[config.mk]
export PLATFORM = sky130hd
export DESIGN_NAME = udp_tx_arbiter
export DESIGN_NICKNAME = d
export VERILOG_FILES = /design/src/rtl/udp_tx_arbiter.sv
export SDC_FILE = /design/constraint.sdc
export NUM_CORES = 1
export LEC_CHECK = 0
export ABC_CLOCK_PERIOD_IN_PS = 5750
export CAP_MARGIN = 20
export CORE_AREA = 2 2 361 363
export CTS_BUF_LIST = sky130_fd_sc_hd__clkbuf_8
export CTS_CLUSTER_SIZE = 20
export DETAILED_ROUTE_END_ITERATION = 8
export DIE_AREA = 0 0 363 365
export DONT_BUFFER_PORTS = 1
export GPL_TIMING_DRIVEN = 0
export PLACE_DENSITY = 0.3
export SLEW_MARGIN = 20
export SYNTH_ARGS = -nofsm -noshare
export SYNTH_HDL_FRONTEND = slang
export SYNTH_SLANG_ARGS = --single-unit
[constraint.sdc]
create_clock -name clk -period 5.75 [get_ports clk]
set_clock_uncertainty 0.05 [all_clocks]
set_input_delay 0.2875 -clock clk [delete_from_list [all_inputs] [get_ports clk]]
set_output_delay 0.2875 -clock clk [all_outputs]
set_load 0.05 [all_outputs]
[src/rtl/udp_tx_arbiter.sv]
// Frame-atomic round-robin arbiter sharing one UDP encapsulator between N_PORTS payload sources.
// Define UDP_ARB_STATS_EN to add per-port completed-frame counters on stat_frames.
module udp_tx_arbiter #(
  parameter int N_PORTS = 4,
  parameter int IDX_W   = 2
) (
  input  logic                  clk,
  input  logic                  reset,
  input  logic [N_PORTS*64-1:0] s_tdata,
  input  logic [N_PORTS*8-1:0]  s_tkeep,
  input  logic [N_PORTS-1:0]    s_tvalid,
  input  logic [N_PORTS-1:0]    s_tlast,
  output logic [N_PORTS-1:0]    s_tready,
  input  logic [N_PORTS*48-1:0] s_dst_mac,
  input  logic [N_PORTS*32-1:0] s_dst_ip,
  input  logic [N_PORTS*16-1:0] s_dst_udp,
  input  logic [N_PORTS*16-1:0] s_src_udp,
  output logic [63:0]           m_tdata,
  output logic [7:0]            m_tkeep,
  output logic                  m_tvalid,
  output logic                  m_tlast,
  input  logic                  m_tready,
  output logic [47:0]           dst_mac,
  output logic [31:0]           dst_ip,
  output logic [15:0]           dst_udp,
  output logic [15:0]           src_udp,
  output logic [IDX_W-1:0]      grant_id,
`ifdef UDP_ARB_STATS_EN
  output logic [N_PORTS*32-1:0] stat_frames,
`endif
  output logic                  busy
);

  typedef enum logic [0:0] {
    ST_IDLE  = 1'b0,
    ST_GRANT = 1'b1
  } state_t;

  state_t           state_r;
  state_t           state_nxt_s;
  logic [IDX_W-1:0] rr_ptr_r;
  logic [IDX_W-1:0] grant_id_r;
  logic [47:0]      dst_mac_r;
  logic [31:0]      dst_ip_r;
  logic [15:0]      dst_udp_r;
  logic [15:0]      src_udp_r;
  logic [IDX_W-1:0] sel_idx_s;
  int               best_dist_s;
  int               dist_s;
  logic             any_req_s;
  logic             last_hs_s;

  // Distance of a port from the round-robin pointer, searching upward with wrap.
  function automatic int rr_distance(input int port, input int ptr);
    int d;
    d = port - ptr;
    rr_distance = (d < 0) ? d + N_PORTS : d;
  endfunction

  assign any_req_s = |s_tvalid;
  assign last_hs_s = (state_r == ST_GRANT) && m_tvalid && m_tready && m_tlast;
  assign busy      = (state_r == ST_GRANT);
  assign grant_id  = grant_id_r;
  assign dst_mac   = dst_mac_r;
  assign dst_ip    = dst_ip_r;
  assign dst_udp   = dst_udp_r;
  assign src_udp   = src_udp_r;

  // Pick the requester closest to rr_ptr going upward.
  always_comb begin
    sel_idx_s   = {IDX_W{1'b0}};
    best_dist_s = N_PORTS;
    dist_s      = 0;
    for (int i = 0; i < N_PORTS; i++) begin
      dist_s = rr_distance(i, int'(rr_ptr_r));
      if (s_tvalid[i] && (dist_s < best_dist_s)) begin
        best_dist_s = dist_s;
        sel_idx_s   = IDX_W'(i);
      end else begin
        best_dist_s = best_dist_s;
      end
    end
  end

  // State register.
  always_ff @(posedge clk) begin
    if (reset) begin
      state_r <= ST_IDLE;
    end else begin
      state_r <= state_nxt_s;
    end
  end

  // Next-state logic: a grant lasts until the last-beat handshake.
  always_comb begin
    state_nxt_s = state_r;
    case (state_r)
      ST_IDLE: begin
        if (any_req_s) begin
          state_nxt_s = ST_GRANT;
        end else begin
          state_nxt_s = ST_IDLE;
        end
      end
      ST_GRANT: begin
        if (last_hs_s) begin
          state_nxt_s = ST_IDLE;
        end else begin
          state_nxt_s = ST_GRANT;
        end
      end
      default: state_nxt_s = ST_IDLE;
    endcase
  end

  // Output logic: zero-latency mux of the granted port onto the encapsulator input.
  always_comb begin
    m_tdata  = 64'd0;
    m_tkeep  = 8'd0;
    m_tvalid = 1'b0;
    m_tlast  = 1'b0;
    s_tready = {N_PORTS{1'b0}};
    if (state_r == ST_GRANT) begin
      for (int i = 0; i < N_PORTS; i++) begin
        if (grant_id_r == IDX_W'(i)) begin
          m_tdata     = s_tdata[i*64 +: 64];
          m_tkeep     = s_tkeep[i*8 +: 8];
          m_tvalid    = s_tvalid[i];
          m_tlast     = s_tlast[i];
          s_tready[i] = m_tready;
        end else begin
          s_tready[i] = 1'b0;
        end
      end
    end else begin
      s_tready = {N_PORTS{1'b0}};
    end
  end

  // Grant index, header latch and round-robin pointer.
  always_ff @(posedge clk) begin
    if (reset) begin
      grant_id_r <= {IDX_W{1'b0}};
      rr_ptr_r   <= {IDX_W{1'b0}};
      dst_mac_r  <= 48'd0;
      dst_ip_r   <= 32'd0;
      dst_udp_r  <= 16'd0;
      src_udp_r  <= 16'd0;
    end else if ((state_r == ST_IDLE) && any_req_s) begin
      grant_id_r <= sel_idx_s;
      for (int i = 0; i < N_PORTS; i++) begin
        if (sel_idx_s == IDX_W'(i)) begin
          dst_mac_r <= s_dst_mac[i*48 +: 48];
          dst_ip_r  <= s_dst_ip[i*32 +: 32];
          dst_udp_r <= s_dst_udp[i*16 +: 16];
          src_udp_r <= s_src_udp[i*16 +: 16];
        end
      end
    end else if (last_hs_s) begin
      rr_ptr_r <= (grant_id_r == IDX_W'(N_PORTS - 1)) ? {IDX_W{1'b0}} : grant_id_r + IDX_W'(1'b1);
    end
  end

`ifdef UDP_ARB_STATS_EN
  logic [31:0] frames_r [N_PORTS];

  // Per-port completed-frame counters, wrapping at 2^32.
  always_ff @(posedge clk) begin
    if (reset) begin
      for (int i = 0; i < N_PORTS; i++) begin
        frames_r[i] <= 32'd0;
      end
    end else if (last_hs_s) begin
      for (int i = 0; i < N_PORTS; i++) begin
        if (grant_id_r == IDX_W'(i)) begin
          frames_r[i] <= frames_r[i] + 32'd1;
        end
      end
    end
  end

  // Flatten the counters onto the stats port.
  always_comb begin
    stat_frames = {(N_PORTS*32){1'b0}};
    for (int i = 0; i < N_PORTS; i++) begin
      stat_frames[i*32 +: 32] = frames_r[i];
    end
  end
`endif

endmodule
==> flow_metrics.py <==
metrics = {
    "logic_synthesis": {
        "yosys.area_share.simple_pct": 23.1,
        "synth_top_area_share_pct": 24.2,
        "synth_top_family_by_area": "compound AO/OA/AOI/OAI gates",
        "synth_warnings": 0,
        "yosysMostFrequentCell": "nor2_1",
        "synth-compound-area-share_pct": 40.0,
        "synth_top_area_cell": "dfxtp_1",
        "avgSynthCellArea_sq_um": 7.07,
        "synth_mux_area_share_pct": 4.14,
        "async_flop_share_pct": 0,
        "synth_cell_types": 49,
        "yosys_register_bits": 117,
        "ys_seq_area_share_pct": 24.2,
        "synth_xor_area_share_pct": 0.0906,
        "synthFlopType": "dfxtp_1",
        "synth_edf_count": 0,
        "netlist_area_sq_um": 9660,
        "syn_nets": 2119,
        "synth_fa_ha_area_share_pct": 0.777,
        "yosys-top-cells-area": "dfxtp_1 24%, a22oi_1 8.4%, nor2_1 8.2%",
        "ys_top_cells_by_count": "212 x nor2_1, 159 x nand2_1, 117 x dfxtp_1, 108 x a22oi_1, 103 x o21ai_0",
        "synth_cells": 1366,
    },
    "sta": {
        "slew_violations": 0,
        "post-route-period-util_pct": 93.9,
        "setup_tns_ps": 0,
        "hold_slack_ps": 96.6,
        "fmax_mhz": 185,
        "tightest_slew_ps": 1240,
        "setup_violations": 0,
        "hold_viol": 0,
        "period_minus_slack_ps": 5400,
        "relSlewSlack_pct": 17.2,
        "setup_slack_ps": 352,
        "rsz0062_at_grt": "no",
    },
    "routing": {
        "wl_per_cell_um": 26.1,
        "routed_via_density": 3.96,
        "drtIter0Drc": 1107,
        "drt_wl_total_um": 92400,
        "vias": 14032,
        "ant_nets": 0,
        "first_pass_iters": 5,
        "drc": 0,
    },
    "floorplanning": {
        "fp.coreArea_sq_um": 129000,
        "fp.dieArea_sq_um": 132000,
        "die_y_um": 365,
        "rows": 132,
        "ios": 940,
        "initial_core_util_pct": 7.51,
        "die_w_um": 363,
    },
    "worst_setup_path": {
        "r2r_start": "rr_ptr_r[1]",
        "crit_buf_inv": 3,
        "endpoint_kind": "primary output",
        "crit_family": "buffers and inverters",
        "crit_path_max_fanout": 10,
        "cp_num_cells": 7,
        "slowest_stage": "dfxtp_1",
        "cpPeakStageDelay_ps": 750,
        "path_cells": "ha_1 > clkbuf_2 > clkbuf_1 > buf_1 > a21oi_1 > o21ai_0 > and2_1",
        "cp-endpoint": "m_tkeep[1]",
        "r2r_end": "dst_mac[22]",
        "crit_arrival_ps": 5060,
        "cp.required_ps": 5410,
        "crit_path_start": "grant_id[1]",
        "r2r_cells": 17,
        "reg2reg_slack_ps": 690,
        "start_kind": "flop",
        "criticalPathCategory": "reg -> out",
    },
    "cts": {
        "cts-htree-levels": 4,
        "cts.sinks": 117,
        "tritoncts": "done",
        "cts_root_buf": "clkbuf_8",
        "clock_latency_ps": 610,
        "clock_path_buffers": 2,
        "cts.clk_slew.worst_paths_ps": 90,
        "cts_buffers": 17,
    },
    "cells_and_area": {
        "multi_input_area_sq_um": 6610,
        "final_nets": 2575,
        "design_area_sq_um": 16700,
        "register_area_sq_um": 2340,
        "final_cells": 3542,
        "drive_above_1_share_pct": 7.08,
        "area_growth_pct": 72.6,
        "fill_cells": 14803,
    },
    "global_route": {
        "overflow": 0,
        "first_global_vias": 14092,
        "grt_max_degree": 17,
        "grt_first_pass_wirelength_um": 118000,
        "track_usage_pct": 13.1,
        "antenna_found_initial": 37,
    },
    "placed_design": {
        "placed_cell_area_sq_um": 11800,
        "post-place-ws_ps": -531,
        "io_buffers": 0,
        "routabilityCongestion": 0.943,
        "hpwl_um": 76000,
        "place_inst": 3043,
    },
    "pwr": {
        "p_per_area_nw_per_um2": 256,
        "leakage_uw": 0.00561,
        "ir_worst_vdd_mv": 0.181,
    },
    "job": {
        "drv_cap": 0,
    },
    "hold_path": {
        "hold_path.class": "in -> reg",
    },
    "outcome": {
        "outcome": "completed",
    },
}
-- logic make-up after synthesis --
| kind of cell | count (synthesis) |
|---|---|
| adder cells (fa/ha/maj) | 6 |
| AO/OA/AOI/OAI | 548 |
| AND/OR/NAND/NOR | 503 |
| XOR/XNOR | 1 |
| multiplexers | 40 |
| flip-flops | 117 |
| buffers and inverters | 151 |
-- registers in the layout (all words and copies together), names as in the netlist --
| register | cells |
|---|---|
| busy | 1 |
| dst_ip | 32 |
| dst_mac | 48 |
| dst_udp | 16 |
| grant_id | 2 |
| rr_ptr_r | 2 |
| src_udp | 16 |
-- worst min-delay path: cells and delay by family --
kind | cells | cell delay [ps]
compound gates | 2 | 270
simple gates | 1 | 120
-- routing by layer --
layer	track usage, %	share of wire, %	up-vias
li1	-	-	6017
met1	16.6	43	6777
met2	19.4	43	996
met3	5.14	10	222
met4	5.72	4.0	20
met5	1.23	0.36	-
-- cell type report --
| class | count | share of cell area [%] |
|---|---|---|
| diodes | 32 | 0.480 |
| plain buffers | 144 | 4.33 |
| clock buffers | 17 | 1.40 |
| clock inverters | 15 | 1.21 |
| inverters | 6 | 0.135 |
| multi-input cells | 1098 | 39.6 |
| flip-flops and latches | 117 | 14.0 |
| well taps | 1675 | 12.6 |
| repair buffers | 438 | 26.2 |
-- power by group --
group / leakage (uW) / total [uW] / switching (uW) / internal [uW]
registers: 0.000973 / 1470 / 547 / 925
logic: 0.00442 / 1820 / 1160 / 660
clock network: 0.000214 / 972 / 497 / 475
total: 0.00561 / 4270 / 2210 / 2060
-- what timing repair did --
item / 4_1_cts / 5_1_grt
hold endpoints to repair: 115 / 0
hold buffers: 431 / 0
resized for setup: 3 / 3
pin swaps: 1 / 0
setup buffers: 3 / 2
endpoints found under the setup margin: 86 / 75
-- how the worst min path moves through the flow --
stage	startpoint	end	slack, ps	cells after the start
global route	s_dst_mac[82]	dst_mac[34]	60	2
finish	reset	dst_mac[4]	100	3
CTS	s_src_udp[57]	src_udp[9]	1	3
global placement	s_dst_mac[152]	dst_mac[8]	380	2
detailed placement	s_dst_mac[156]	dst_mac[12]	380	2
floorplan	s_dst_mac[155]	dst_mac[11]	370	2
-- stage by stage --
step	util [%]	power (uW)
6_report	13.0	4270
2_1_floorplan	-	2380
3_3_place_gp	9.14	2970
4_1_cts	12.9	4310
3_5_place_dp	9.18	2960
5_1_grt	12.9	4480
-- cell usage in the layout, fill, tap and decap left out, drive strengths merged, types with 34 or more instances in the layout --
cell type | netlist | layout
dlygate4sd3 | 0 | 431
nor2 | 213 | 213
nand2 | 160 | 160
o21ai | 127 | 127
dfxtp | 117 | 117
a22oi | 108 | 108
clkbuf | 91 | 108
a21oi | 82 | 82
and2 | 75 | 75
o221ai | 75 | 75
buf | 54 | 60
a31oi | 45 | 45
mux2i | 40 | 40
nand2b | 35 | 35
o211ai | 34 | 34
Power figures use the tool's default switching activity.
